[src/rtl/vga_timing_pkg.sv]
// vga_timing_pkg
//   Shared definitions for the VGA scan-out back-end:
//     - default 640x480@60 timing constants and derived totals / sync windows
//     - rgb565_t / rgb888_t pixel structs and the 5:6:5 -> 8:8:8 expander
//     - timing_t bundle (active, hs_n, vs_n) carried through the delay line
package vga_timing_pkg;

    localparam int unsigned H_ACTIVE_DEF = 640;
    localparam int unsigned H_FP_DEF     = 16;
    localparam int unsigned H_SYNC_DEF   = 96;
    localparam int unsigned H_BP_DEF     = 48;
    localparam int unsigned V_ACTIVE_DEF = 480;
    localparam int unsigned V_FP_DEF     = 10;
    localparam int unsigned V_SYNC_DEF   = 2;
    localparam int unsigned V_BP_DEF     = 33;
    localparam int unsigned CLK_DIV_DEF  = 2;
    localparam int unsigned DATA_LAT_DEF = 0;

    localparam int unsigned H_TOTAL_DEF   = H_ACTIVE_DEF + H_FP_DEF + H_SYNC_DEF + H_BP_DEF;
    localparam int unsigned V_TOTAL_DEF   = V_ACTIVE_DEF + V_FP_DEF + V_SYNC_DEF + V_BP_DEF;
    localparam int unsigned HS_START_DEF  = H_ACTIVE_DEF + H_FP_DEF;
    localparam int unsigned HS_END_DEF    = HS_START_DEF + H_SYNC_DEF;
    localparam int unsigned VS_START_DEF  = V_ACTIVE_DEF + V_FP_DEF;
    localparam int unsigned VS_END_DEF    = VS_START_DEF + V_SYNC_DEF;

    typedef struct packed {
        logic [4:0] r5;
        logic [5:0] g6;
        logic [4:0] b5;
    } rgb565_t;

    typedef struct packed {
        logic [7:0] r8;
        logic [7:0] g8;
        logic [7:0] b8;
    } rgb888_t;

    typedef struct packed {
        logic active;
        logic hs_n;
        logic vs_n;
    } timing_t;

    // Blank with both syncs deasserted (active-low, so high).
    localparam timing_t TIMING_IDLE = '{active: 1'b0, hs_n: 1'b1, vs_n: 1'b1};

    // Replicate the MSBs into the new LSBs so full scale maps to 8'hFF.
    function automatic rgb888_t expand565(input rgb565_t p);
        rgb888_t o;
        o.r8 = {p.r5, p.r5[4:2]};
        o.g8 = {p.g6, p.g6[5:4]};
        o.b8 = {p.b5, p.b5[4:2]};
        return o;
    endfunction

endpackage

[src/rtl/vga_sync_counter.sv]
// vga_sync_counter
//   Pixel-clock divider and raster counters.
//   Ports:
//     clk_i, rst_i    system clock, asynchronous active-high reset
//     sys_x_o/sys_y_o registered raster coordinates
//     pix_tick_o      one-clk pulse in the last divider cycle of each pixel
//     frame_start_o   pulse on the tick that wraps the counters to (0,0)
//     vblank_o        registered, high while sys_y_o >= V_ACTIVE
//     vga_clk_o       registered pixel clock, high in second half of pixel
//     raw_o           undelayed active/hs_n/vs_n decoded from the counters
module vga_sync_counter
    import vga_timing_pkg::*;
#(
    parameter int unsigned H_ACTIVE = H_ACTIVE_DEF,
    parameter int unsigned H_FP     = H_FP_DEF,
    parameter int unsigned H_SYNC   = H_SYNC_DEF,
    parameter int unsigned H_BP     = H_BP_DEF,
    parameter int unsigned V_ACTIVE = V_ACTIVE_DEF,
    parameter int unsigned V_FP     = V_FP_DEF,
    parameter int unsigned V_SYNC   = V_SYNC_DEF,
    parameter int unsigned V_BP     = V_BP_DEF,
    parameter int unsigned CLK_DIV  = CLK_DIV_DEF
) (
    input  logic       clk_i,
    input  logic       rst_i,
    output logic [9:0] sys_x_o,
    output logic [9:0] sys_y_o,
    output logic       pix_tick_o,
    output logic       frame_start_o,
    output logic       vblank_o,
    output logic       vga_clk_o,
    output timing_t    raw_o
);

    localparam int unsigned DIV_W = $clog2(CLK_DIV);

    localparam logic [DIV_W-1:0] DIV_LAST = DIV_W'(CLK_DIV - 1);
    localparam logic [DIV_W-1:0] DIV_HALF = DIV_W'(CLK_DIV / 2);

    localparam logic [9:0] H_ACT  = 10'(H_ACTIVE);
    localparam logic [9:0] H_LAST = 10'(H_ACTIVE + H_FP + H_SYNC + H_BP - 1);
    localparam logic [9:0] HS_BEG = 10'(H_ACTIVE + H_FP);
    localparam logic [9:0] HS_END = 10'(H_ACTIVE + H_FP + H_SYNC);
    localparam logic [9:0] V_ACT  = 10'(V_ACTIVE);
    localparam logic [9:0] V_LAST = 10'(V_ACTIVE + V_FP + V_SYNC + V_BP - 1);
    localparam logic [9:0] VS_BEG = 10'(V_ACTIVE + V_FP);
    localparam logic [9:0] VS_END = 10'(V_ACTIVE + V_FP + V_SYNC);

    logic [DIV_W-1:0] div_q, div_d;
    logic [9:0]       x_q, x_d;
    logic [9:0]       y_q, y_d;
    logic             vblank_q;
    logic             vga_clk_q;
    logic             tick;

    always_comb begin
        tick  = (div_q == DIV_LAST);
        div_d = tick ? '0 : div_q + DIV_W'(1);
        x_d   = x_q;
        y_d   = y_q;
        if (tick) begin
            if (x_q == H_LAST) begin
                x_d = '0;
                y_d = (y_q == V_LAST) ? '0 : y_q + 10'd1;
            end else begin
                x_d = x_q + 10'd1;
            end
        end
    end

    // vblank and vga_clk are computed from next-state values so they are
    // registered yet stay aligned with the counters they describe.
    always_ff @(posedge clk_i or posedge rst_i) begin
        if (rst_i) begin
            div_q     <= '0;
            x_q       <= '0;
            y_q       <= '0;
            vblank_q  <= 1'b0;
            vga_clk_q <= 1'b0;
        end else begin
            div_q     <= div_d;
            x_q       <= x_d;
            y_q       <= y_d;
            vblank_q  <= (y_d >= V_ACT);
            vga_clk_q <= (div_d >= DIV_HALF);
        end
    end

    assign sys_x_o       = x_q;
    assign sys_y_o       = y_q;
    assign pix_tick_o    = tick;
    assign frame_start_o = tick && (x_q == H_LAST) && (y_q == V_LAST);
    assign vblank_o      = vblank_q;
    assign vga_clk_o     = vga_clk_q;

    always_comb begin
        raw_o        = TIMING_IDLE;
        raw_o.active = (x_q < H_ACT) && (y_q < V_ACT);
        raw_o.hs_n   = !((x_q >= HS_BEG) && (x_q < HS_END));
        raw_o.vs_n   = !((y_q >= VS_BEG) && (y_q < VS_END));
    end

endmodule

[src/rtl/vga_scan_output.sv]
// vga_scan_output
//   VGA back-end: generates SYS_X/SYS_Y for the graphic register chain,
//   samples the returned RGB565 pixel, expands it to 8:8:8 and drives
//   delay-matched VGA syncs/blank.
//   Ports:
//     CLK, RST               system clock, asynchronous active-high reset
//     CURRENT_GRAPHIC_DATA   RGB565 pixel, valid DATA_LAT ticks after coords
//     SYS_X, SYS_Y           registered raster coordinates
//     PIX_TICK, FRAME_START  pixel-advance and frame-wrap pulses
//     VBLANK                 high while SYS_Y >= V_ACTIVE
//     VGA_CLK                registered pixel clock
//     VGA_R/G/B              expanded colour, zero outside visible area
//     VGA_HS, VGA_VS         active-low syncs
//     VGA_BLANK_N            high during a visible output pixel
//     VGA_SYNC_N             tied low
module vga_scan_output
    import vga_timing_pkg::*;
#(
    parameter int unsigned H_ACTIVE = H_ACTIVE_DEF,
    parameter int unsigned H_FP     = H_FP_DEF,
    parameter int unsigned H_SYNC   = H_SYNC_DEF,
    parameter int unsigned H_BP     = H_BP_DEF,
    parameter int unsigned V_ACTIVE = V_ACTIVE_DEF,
    parameter int unsigned V_FP     = V_FP_DEF,
    parameter int unsigned V_SYNC   = V_SYNC_DEF,
    parameter int unsigned V_BP     = V_BP_DEF,
    parameter int unsigned CLK_DIV  = CLK_DIV_DEF,
    parameter int unsigned DATA_LAT = DATA_LAT_DEF
) (
    input  logic        CLK,
    input  logic        RST,
    input  logic [15:0] CURRENT_GRAPHIC_DATA,
    output logic [9:0]  SYS_X,
    output logic [9:0]  SYS_Y,
    output logic        PIX_TICK,
    output logic        VBLANK,
    output logic        FRAME_START,
    output logic        VGA_CLK,
    output logic [7:0]  VGA_R,
    output logic [7:0]  VGA_G,
    output logic [7:0]  VGA_B,
    output logic        VGA_HS,
    output logic        VGA_VS,
    output logic        VGA_BLANK_N,
    output logic        VGA_SYNC_N
);

    logic    pix_tick;
    timing_t raw;

    vga_sync_counter #(
        .H_ACTIVE (H_ACTIVE),
        .H_FP     (H_FP),
        .H_SYNC   (H_SYNC),
        .H_BP     (H_BP),
        .V_ACTIVE (V_ACTIVE),
        .V_FP     (V_FP),
        .V_SYNC   (V_SYNC),
        .V_BP     (V_BP),
        .CLK_DIV  (CLK_DIV)
    ) u_sync (
        .clk_i         (CLK),
        .rst_i         (RST),
        .sys_x_o       (SYS_X),
        .sys_y_o       (SYS_Y),
        .pix_tick_o    (pix_tick),
        .frame_start_o (FRAME_START),
        .vblank_o      (VBLANK),
        .vga_clk_o     (VGA_CLK),
        .raw_o         (raw)
    );

    assign PIX_TICK = pix_tick;

    // stage_d[i] is what stage i loads on the next tick. stage_d[DATA_LAT]
    // is the timing of the pixel whose data is on CURRENT_GRAPHIC_DATA now,
    // so colour and stage_q[DATA_LAT] update together on the same tick.
    timing_t stage_q [DATA_LAT+1];
    timing_t stage_d [DATA_LAT+1];
    rgb888_t rgb_q, rgb_d;

    always_comb begin
        stage_d[0] = raw;
        for (int unsigned i = 1; i <= DATA_LAT; i++) begin
            stage_d[i] = stage_q[i-1];
        end
        rgb_d = stage_d[DATA_LAT].active ? expand565(rgb565_t'(CURRENT_GRAPHIC_DATA)) : '0;
    end

    always_ff @(posedge CLK or posedge RST) begin
        if (RST) begin
            for (int unsigned i = 0; i <= DATA_LAT; i++) begin
                stage_q[i] <= TIMING_IDLE;
            end
            rgb_q <= '0;
        end else if (pix_tick) begin
            for (int unsigned i = 0; i <= DATA_LAT; i++) begin
                stage_q[i] <= stage_d[i];
            end
            rgb_q <= rgb_d;
        end
    end

    assign VGA_R       = rgb_q.r8;
    assign VGA_G       = rgb_q.g8;
    assign VGA_B       = rgb_q.b8;
    assign VGA_HS      = stage_q[DATA_LAT].hs_n;
    assign VGA_VS      = stage_q[DATA_LAT].vs_n;
    assign VGA_BLANK_N = stage_q[DATA_LAT].active;
    assign VGA_SYNC_N  = 1'b0;

endmodule

[config.mk]
export PLATFORM = sky130hd
export DESIGN_NAME = vga_scan_output
export DESIGN_NICKNAME = d
export VERILOG_FILES = /design/src/rtl/vga_timing_pkg.sv /design/src/rtl/vga_sync_counter.sv /design/src/rtl/vga_scan_output.sv
export SDC_FILE = /design/constraint.sdc
export NUM_CORES = 1
export LEC_CHECK = 0
export CAP_MARGIN = 20
export CORE_UTILIZATION = 46
export CTS_CLUSTER_SIZE = 14
export DETAILED_ROUTE_END_ITERATION = 16
export PLACE_DENSITY = 0.79
export SLEW_MARGIN = 25
export SYNTH_ARGS = -nofsm -noshare
export SYNTH_HDL_FRONTEND = slang
export SYNTH_SLANG_ARGS = --single-unit
[constraint.sdc]
create_clock -name CLK -period 4.05 [get_ports CLK]
set_clock_uncertainty 0.15 [all_clocks]
set_input_delay 0.81 -clock CLK [delete_from_list [all_inputs] [get_ports CLK]]
set_output_delay 0.81 -clock CLK [all_outputs]
set_load 0.005 [all_outputs]
==> results.md <==
* Status: completed
* Vias at around 1600
* Largest net degree at the start of global routing at 26
* Synth unique cells at 37
* Peak VDD IR at roughly 230 uV
* Synth Instances at approximately 180
* FF-to-FF path depth at 5
* Vias in the first global route at 1462
* Drt pass-1 iters at 4
* CTS-repair resized insts at 0
* WL final at roughly 4400 um
* TritonCTS clock tree: done
* PwrDens at ~300 nW/um2
* HP Class: flip-flop to flip-flop
* DRT iter0 DRCs at just over 100
* # DRC at 0
* PnR worst setup slack at ~0.76 ns
* Synthesized cell area at around 2000 um2
* Sink Count at between 40 and 50
* Area leader, netlist: dfrtp_1
* Final net count at around 260
* Final antenna-violating net count at 0
* Clk buf depth at 2
* Final Setup Violations at 0
* DIE WIDTH at between 60 and 70 um
* Clock transition at path regs at 0.08 ns
* # Post-CTS Setup Buffers at 0
* LEAKAGE at 0.001171 uW
* Global-route wire length before repair at 7079 um
* DR vias/cell at 5.410
* Layout cells sized above 1 at 8.824%
* Fmax at about 0.30 GHz
* Post-detail-place hpwl at between 3000 and 4000 um
* CTS root buf: clkbuf_8
* Worst r2r src: u_sync.pix_tick_o$_DFF_PP0_
* TritonCTS Buffers at 5
* CP Max Fanout at 14
* Final Max Slew Viols at 0
* Fin crit share at between 80 and 90%
* Area growth syn-to-layout at 39.76%
* Synth warnings at 0
* Syn_area_per_cell at 11.07 um2
* Period minus WS final at between 3 and 4 ns
* Final Hold Viols at 0
* Ant. Diodes at 0
* Hold Crit Depth at 1
* WL per Instance at around 15 um
* Starting Density at 48.35%
* Hold WS at approximately 0.33 ns
* Critical path arrival at between 2 and 2.5 ns
* Gr usage total at 21.38%
* Worst Path Required at between 3 and 4 ns
* Syn Nets at ~200
* Setup TNS at 0 ns
* Top cell type's share of synthesized area at between 50 and 60%
* Hold Path End: VGA_BLANK_N$_DFFE_PP0P_
* Hold_sp: VGA_BLANK_N$_DFFE_PP0P_
* RSZ-0062 raised after global routing: false
* Post-layout util at ~68%
* Gp weighted congestion at between 0.8 and 0.9
* Setup crit end kind: primary output
* Seq cells post-synth at 41
* MaxCap Viol Count at 0
* Post-synth top flop: dfrtp_1
* GR Overflow Total at 0
* Worst Setup Path Type: flip-flop to primary output
* Clk_lat worst skew at ~0.30 ns
* Ys async rst share at between 90% and 100%
* IO Pins at 70
* Flop2flop setup slack at approximately 1.8 ns
* Worst-Margin Slew at 0.6663 ns
* RR Endpoint: u_sync.vblank_o$_DFF_PP0_
* # rows at 23
* Synth top area cells: dfrtp_1 50%, a22o_1 7.2%, buf_4 3.9%
* Hold_buf cts at 0
* CP Launch Type: flip-flop
* Slew headroom at between 50% and 60%
* Die H at 67.08 um
* Antenna violations before repair at 0
* H-tree levels at 2
* Core ar. at 4029 um2
* IO Port Bufs at between 60 and 70
* Post-synthesis sequential area ratio at between 50% and 60%
* Pre-CTS WS at between 1 and 1.5 ns
* Die area at between 4000 and 5000 um2
* Post-synth EDFFs at 0
cell type report:
cell class	count	area [um2]
flip-flops and latches	41	1028
inverters	6	22.52
repair buffers	69	688.2
multi-input cells	114	800.8
well taps	50	62.56
clock buffers	6	82.58
fillers	322	1306
clock inverters	2	37.54
how the worst max path moves through the flow:
stage	start	end	slack [ns]	cells past startpoint
after floorplan	u_sync.sys_x_o[5]$_DFFE_PP0P_	FRAME_START	1.86	3
after global placement	u_sync.pix_tick_o$_DFF_PP0_	FRAME_START	1.17	4
after detailed placement	u_sync.pix_tick_o$_DFF_PP0_	FRAME_START	1.09	4
after CTS	u_sync.pix_tick_o$_DFF_PP0_	FRAME_START	0.76	4
after global routing	u_sync.pix_tick_o$_DFF_PP0_	FRAME_START	0.64	4
final	u_sync.pix_tick_o$_DFF_PP0_	FRAME_START	0.76	4
placed cells by master, fill, tap and decap left out, types with 4 or more instances in the layout:
| cell | Yosys | layout |
|---|---|---|
| nor3_1 | 5 | 5 |
| nand4_1 | 4 | 4 |
| ha_1 | 4 | 4 |
| nand3_1 | 7 | 7 |
| a21oi_1 | 4 | 4 |
| inv_1 | 5 | 5 |
| xnor2_1 | 7 | 7 |
| dfrtp_1 | 39 | 39 |
| nor2_1 | 12 | 12 |
| a22o_1 | 16 | 16 |
| nand2_1 | 13 | 13 |
| clkdlybuf4s50_1 | 0 | 68 |
| o21ai_0 | 11 | 11 |
| clkbuf_8 | 0 | 6 |
| xor2_1 | 6 | 6 |
sequential cells by signal (all words and copies together), names as in the netlist:
name,cells
u_sync.sys_x_o,10
u_sync.vblank_o,1
u_sync.pix_tick_o,1
VGA_R,5
VGA_BLANK_N,1
VGA_VS,1
VGA_B,5
VGA_HS,1
u_sync.sys_y_o,10
VGA_G,6
power breakdown:
part | switching, uW | total, uW | internal [uW] | leakage [uW]
logic | 18.4 | 58.5 | 40.1 | 0.000604
clock network | 145 | 346 | 200 | 0.0000574
registers | 5.29 | 423 | 417 | 0.000509
total | 169 | 827 | 658 | 0.00117
synth_stat cells, drive strengths merged, types with 2 or more instances:
cell type and number:
o21ai 11, and3 4, nand2 13, a22o 16, xnor2 7, a21oi 4, dfstp 2, clkbuf 3
xor2 6, inv 5, nor2 12, nand3 7, buf 12, a21o 2, nor4 4, dfrtp 39
nand4 5, ha 4, nor3 5, nor3b 2, and4 2
per-stage QoR:
step           cell area (um2)  power [uW]  std cells
2_1_floorplan             1948       451.0        176
3_3_place_gp              2603       488.8        280
3_5_place_dp              2603       490.5        280
4_1_cts                   2723       834.2        288
5_1_grt                   2723       852.5        288
6_report                  2723       826.9        288
cell families after synthesis:
family                   after synthesis  share of synthesized area, %
multiplexers                           1                        0.5138
buffers and inverters                 21                         6.101
XOR/XNOR                              13                         5.845
AO/OA/AOI/OAI                         36                         13.55
AND/OR/NAND/NOR                       59                         18.43
other                                  1                        0.1925
adder cells (fa/ha/maj)                4                         2.569
flip-flops                            41                         52.79
critical path: stages, from the launching register on:
cell and delay (ns):
dfrtp_1 0.63, and4_1 0.42, nand4_4 0.17, nor2_1 0.26, clkdlybuf4s50_1 0.55
per-layer routing:
metal	vias up	routed length, um	GRT usage [%]
met5	-	0	0
met4	0	98	8.777
met3	9	155	4.110
met2	49	2230	34.75
met1	754	1928	27.52
li1	746	-	-
No activity file was read; power rests on OpenSTA's default activity.
==> RTL edit 1: new RTL, config.mk and constraints unchanged <==
The package constant `DATA_LAT_DEF` goes from 0 to 1.
--- a/src/rtl/vga_timing_pkg.sv
+++ b/src/rtl/vga_timing_pkg.sv
@@ -14,7 +14,7 @@
     localparam int unsigned V_SYNC_DEF   = 2;
     localparam int unsigned V_BP_DEF     = 33;
     localparam int unsigned CLK_DIV_DEF  = 2;
-    localparam int unsigned DATA_LAT_DEF = 0;
+    localparam int unsigned DATA_LAT_DEF = 1;
 
     localparam int unsigned H_TOTAL_DEF   = H_ACTIVE_DEF + H_FP_DEF + H_SYNC_DEF + H_BP_DEF;
     localparam int unsigned V_TOTAL_DEF   = V_ACTIVE_DEF + V_FP_DEF + V_SYNC_DEF + V_BP_DEF;
Function: changed (a bounded check fails within 4 cycles, from zero or initial values and one cycle with RST high).
==> RTL edit 1 against the original RTL <==
  * Maximum frequency down 0.74%
  * Hold slack better by 5.8 ps
  * Sequential power up 7.1%
  * Power down 7.2%
  * Wire length up 0.29%
  * Final area up 2.3%
  * Synthesized area up 5.8%
  * Clock power down 26%
  * Worst setup slack worse by 24 ps
  * Sequential cell count up 3
  * Global-route usage down 1.6 points
  * Utilization down 0.40 points
  * Via count up 2.4%
  * Critical path type unchanged
  * Highest routed layer unchanged
==> RTL edit 1: results (changes against the original RTL) <==
| Metric | Value |
|---|---|
| Status | `finished, final reports clean (unchanged)` |
| Post-Layout Cell Count | `294 (was 288)` |
| Clock Latency Late Sink | `280 ps (was 300 ps)` |
| Final HPWL DP | `3.17 mm (was 3.15 mm)` |
| Initial DRC count | `98 (was 102)` |
| # fillers | `328 (was 322)` |
| Critical path's top delay family | `simple AND/OR/NAND/NOR gates (unchanged)` |
| Post-layout net count | `265 (was 259)` |
| Final WL | `4.43 mm (was 4.41 mm)` |
| Worst R2R Setup Slack | `1760 ps (was 1840 ps)` |
| Via count | `1,595 (was 1,558)` |
| CP peak stage delay | `600 ps (was 630 ps)` |
| Global-route wire length before repair | `6.87 mm (was 7.08 mm)` |
| Post-CTS Resized | `0 (unchanged)` |
| Mapped Nets | `206 (was 198)` |
| Met3 wire length | `249 um (was 155 um)` |
| CTS buffer count | `5 (unchanged)` |
| Worst ir drop on vdd | `164 uV (was 226 uV)` |
| Clk sinks | `44 (was 41)` |
| Hold_ws | `337 ps (was 331 ps)` |
| Vias in the first global route | `1,449 (was 1,462)` |
| Initial antenna violation count | `0 (unchanged)` |
| Hold crit path type | `flip-flop to flip-flop (unchanged)` |
| Seq/Total Area, Yosys | `0.536 (was 0.528)` |
| P_leak | `0.00117 uW (about the same)` |
| Largest net degree at the start of global routing | `45 (was 26)` |
| TritonRoute pass-1 iters | `6 (was 4)` |
| Setup WS pre-CTS | `1080 ps (was 1090 ps)` |
| Post-Route M1 WL | `2.08 mm (was 1.93 mm)` |
| Slowest CP cell | `dfrtp_1 (unchanged)` |
| Arrival @ worst endpoint | `2350 ps (was 2330 ps)` |
| Sw power | `157 uW (was 169 uW)` |
| Final RePlAce weighted congestion | `0.894 (was 0.856)` |
| Clock Pin Slew Worst Setup and Hold Paths | `70 ps` |
| Ranking of synthesized cells by area | `dfrtp_1 49%, a22o_1 7.2%, dfstp_2 5.1% (was dfrtp_1 50%, a22o_1 7.2%, buf_4 3.9%)` |
| Final period util | `0.818 (was 0.811)` |
| Tightest Pin Transition | `697 ps (was 666 ps)` |
| Post-synthesis cell type count | `43 (was 37)` |
| DP Area | `0.00270 mm2 (was 0.00260 mm2)` |
| Crit-path max FO | `15 (was 14)` |
| Post-synth top cells | `40 x dfrtp_1, 17 x a22o_1, 13 x nand2_1, 10 x buf_4, 10 x nand3_1 (was 39 x dfrtp_1, 16 x a22o_1, 13 x nand2_1, 12 x nor2_1, 11 x o21ai_0)` |
| GRT Util Overall | `0.198 (was 0.214)` |
| Yosys warnings | `0 (unchanged)` |
| Avg Synthesized Cell Area | `11.2 um2 (was 11.1 um2)` |
| Layout cells sized above 1 | `0.0779 (was 0.0882)` |
| Met2 wire length | `2.03 mm (was 2.23 mm)` |
[RTL edit 1: area by class of cell]
| class | instances | area, um2 | area share |
|---|---|---|---|
| sequential | 44 | 1110 | 0.397 |
| multi-input combinational | 115 | 817 | 0.293 |
| timing repair buffer | 69 | 688 | 0.247 |
| clock buffer | 8 | 80.1 | 0.0288 |
| tap | 50 | 62.6 | 0.0225 |
| inverter | 8 | 30.0 | 0.0108 |
[RTL edit 1: per-layer routing]
metal	global-route usage	vias to the layer above
li1	-	766
met1	0.276	763
met2	0.305	57
met3	0.0395	9
met4	0.0689	0
met5	0	-
[RTL edit 1: final timing paths]
kind / start / end / cells after the start
max in group asynchronous: RST / VGA_HS / 3
hold reg to reg: VGA_BLANK_N / VGA_BLANK_N / 1
min in group asynchronous: RST / u_sync.sys_y_o[6] / 3
setup reg to reg: u_sync.pix_tick_o / u_sync.vblank_o / 5
setup / recovery: u_sync.pix_tick_o / FRAME_START / 4
hold / removal: VGA_BLANK_N / VGA_BLANK_N / 1
[RTL edit 1: power by group through the flow]
| stage | registers [uW] | logic, uW | clock network (uW) |
|---|---|---|---|
| 2_1_floorplan | 462 | 20.4 | 0 |
| 3_3_place_gp | 461 | 59.2 | 0 |
| 4_1_cts | 453 | 60.3 | 265 |
| 5_1_grt | 454 | 65.3 | 281 |
| 3_5_place_dp | 462 | 60.0 | 0 |
| 6_report | 453 | 58.7 | 256 |
[RTL edit 1: cell families after synthesis]
| logic type | after synthesis | synth area share |
|---|---|---|
| and+or+nand+nor | 58 | 0.167 |
| DFF | 44 | 0.536 |
| AOI/OAI and AO/OA | 40 | 0.149 |
| buffers and inverters | 25 | 0.0674 |
| xor gates and xnor gates | 10 | 0.0425 |
| adders and majority gates | 4 | 0.0243 |
| muxes | 2 | 0.0109 |
| other | 1 | 0.00182 |
==> RTL edit 2: new RTL, same flow settings <==
Without the edit above. Add an input register stage for `CURRENT_GRAPHIC_DATA`, without a reset; this delays it by one clock.
--- a/src/rtl/vga_scan_output.sv
+++ b/src/rtl/vga_scan_output.sv
@@ -45,6 +45,12 @@
     output logic        VGA_SYNC_N
 );
 
+    logic [15:0] CURRENT_GRAPHIC_DATA_q;
+
+    always_ff @(posedge CLK) begin
+        CURRENT_GRAPHIC_DATA_q <= CURRENT_GRAPHIC_DATA;
+    end
+
     logic    pix_tick;
     timing_t raw;
 
@@ -84,7 +90,7 @@
         for (int unsigned i = 1; i <= DATA_LAT; i++) begin
             stage_d[i] = stage_q[i-1];
         end
-        rgb_d = stage_d[DATA_LAT].active ? expand565(rgb565_t'(CURRENT_GRAPHIC_DATA)) : '0;
+        rgb_d = stage_d[DATA_LAT].active ? expand565(rgb565_t'(CURRENT_GRAPHIC_DATA_q)) : '0;
     end
 
     always_ff @(posedge CLK or posedge RST) begin
Behaviour: not the same (a bounded check fails within 4 cycles, from zero or initial values and one cycle with RST high).
==> RTL edit 2 against the original RTL <==
  * Sequential cell count up 16
  * Global-route usage down 2.0 points
  * Non-clock buffer count unchanged
  * Die area up 18%
  * Worst setup slack worse by 17 ps
  * Synthesized area up 19%
  * Synthesized cell count up 11%
  * First-iteration DRC count up 70%
  * Power up 39%
  * Maximum frequency down 0.51%
  * Final area up 16%
  * Wire length up 1.1%
  * Critical endpoint unchanged
  * Largest cell class unchanged
==> RTL edit 2: results (changes against the original RTL) <==
| Metric | Value |
|---|---|
| Setup WS pre-CTS | `1110 ps (was 1090 ps)` |
| Clock buffer depth | `2 (unchanged)` |
| GRT Util Overall | `0.194 (was 0.214)` |
| Worst ir drop on vdd | `241 uV (was 226 uV)` |
| Hold_ws | `288 ps (was 331 ps)` |
| Post-synth top cells | `39 x dfrtp_1, 16 x dfxtp_1, 13 x nand2_1, 12 x inv_1, 10 x buf_4 (was 39 x dfrtp_1, 16 x a22o_1, 13 x nand2_1, 12 x nor2_1, 11 x o21ai_0)` |
| Initial DRC count | `173 (was 102)` |
| Mapped Cells | `196 (was 176)` |
| Clock Pin Slew Worst Setup and Hold Paths | `60 ps (was 80 ps)` |
| Vias per inst | `5.07 (was 5.41)` |
| Setup repair bufs after CTS | `0 (unchanged)` |
| Async SR Flop Fraction | `0.719 (was 1.00)` |
| Post-layout net count | `281 (was 259)` |
| Dpl cells | `315 (was 280)` |
| Sw power | `247 uW (was 169 uW)` |
| CTS buffer count | `9 (was 5)` |
| Clock Latency Late Sink | `330 ps (was 300 ps)` |
| Layout cells sized above 1 | `0.121 (was 0.0882)` |
| Post-Layout Cell Count | `331 (was 288)` |
| # fillers | `362 (was 322)` |
| Crit-path max FO | `8 (was 14)` |
| Buffers on Ports | `68 (unchanged)` |
| Global-route wire length before repair | `7.56 mm (was 7.08 mm)` |
| Final RePlAce weighted congestion | `0.845 (was 0.856)` |
| Final WL | `4.46 mm (was 4.41 mm)` |
| Initial antenna violation count | `0 (unchanged)` |
| TritonRoute pass-1 iters | `4 (unchanged)` |
| Mapped Nets | `218 (was 198)` |
| H-tree levels | `3 (was 2)` |
| Post-synthesis cell type count | `42 (was 37)` |
| Worst R2R Setup Slack | `1620 ps (was 1840 ps)` |
| Vias in the first global route | `1,625 (was 1,462)` |
| Yosys warnings | `0 (unchanged)` |
| Seq/Total Area, Yosys | `0.582 (was 0.528)` |
| Setup ws final | `747 ps (was 763 ps)` |
| Ranking of synthesized cells by area | `dfrtp_1 42%, dfxtp_1 14%, a22o_2 3.9% (was dfrtp_1 50%, a22o_1 7.2%, buf_4 3.9%)` |
| Largest net degree at the start of global routing | `24 (was 26)` |
| Status | `finished, final reports clean (unchanged)` |
| P_leak | `0.00138 uW (was 0.00117 uW)` |
| Most flops, register | `CURRENT_GRAPHIC_DATA_q` |
| Slew HR | `0.369 (was 0.555)` |
| DP Area | `0.00297 mm2 (was 0.00260 mm2)` |
| Final HPWL DP | `3.20 mm (was 3.15 mm)` |
==> RTL edit 2: stage by stage <==
stage	utilization	total power [uW]
after floorplan	-	623
after global placement	0.620	661
after detailed placement	0.620	662
after CTS	0.659	1170
after global routing	0.659	1190
final	0.659	1150
==> RTL edit 2: power by group through the flow <==
| stage | combinational (uW) | clock, uW | sequential (uW) |
|---|---|---|---|
| finish | 58.1 | 501 | 592 |
| detailed placement | 59.6 | 0 | 602 |
| global placement | 58.5 | 0 | 602 |
| CTS | 59.6 | 515 | 592 |
| global route | 63.8 | 533 | 594 |
| floorplan | 20.5 | 0 | 602 |
==> RTL edit 2: worst max-delay path, cell delays in order (launching register included) <==
cell	delay, ps
dfrtp_1	420
ha_1	270
nand4bb_4	150
or3_1	520
nor2_1	140
clkdlybuf4s50_1	510
==> RTL edit 2: layout make-up <==
type / instances / area (um2) / share of cell area
Clock buffer: 10 / 128 / 0.0404
Inverter: 12 / 45.0 / 0.0143
Clock inverter: 6 / 58.8 / 0.0186
Sequential cell: 57 / 1350 / 0.427
Tap cell: 67 / 83.8 / 0.0266
Timing Repair Buffer: 69 / 688 / 0.218
Multi-Input combinational cell: 110 / 803 / 0.255
==> RTL edit 2: routing by layer <==
metal  share of wire  vias up  GRT usage
met5               0        -          0
met4           0.017        0      0.118
met3           0.065       11     0.0497
met2            0.45       72      0.300
met1            0.46      788      0.245
li1                -      807          -
==> RTL edit 2: logic make-up (layout without fill, tap and decap cells) <==
family / after synthesis / count (layout) / share of synthesized area
flops: 57 / 57 / 0.582
simple gates: 59 / 59 / 0.154
other cells: 1 / 1 / 0.00162
buf+inv: 29 / 97 / 0.0708
mux: 2 / 2 / 0.00864
xor+xnor: 10 / 10 / 0.0378
fa+ha+maj: 4 / 4 / 0.0216
compound gates: 34 / 34 / 0.123
==> RTL edit 2: final timing paths <==
kind	startpoint	end	cells after the start
setup / recovery	u_sync.sys_x_o[0]	FRAME_START	5
setup reg to reg	u_sync.pix_tick_o	VGA_B[4]	3
hold / removal	CURRENT_GRAPHIC_DATA_q[13]	VGA_R[5]	1
hold reg to reg	CURRENT_GRAPHIC_DATA_q[13]	VGA_R[5]	1
max in group asynchronous	RST	VGA_HS	3
min in group asynchronous	RST	u_sync.pix_tick_o	2
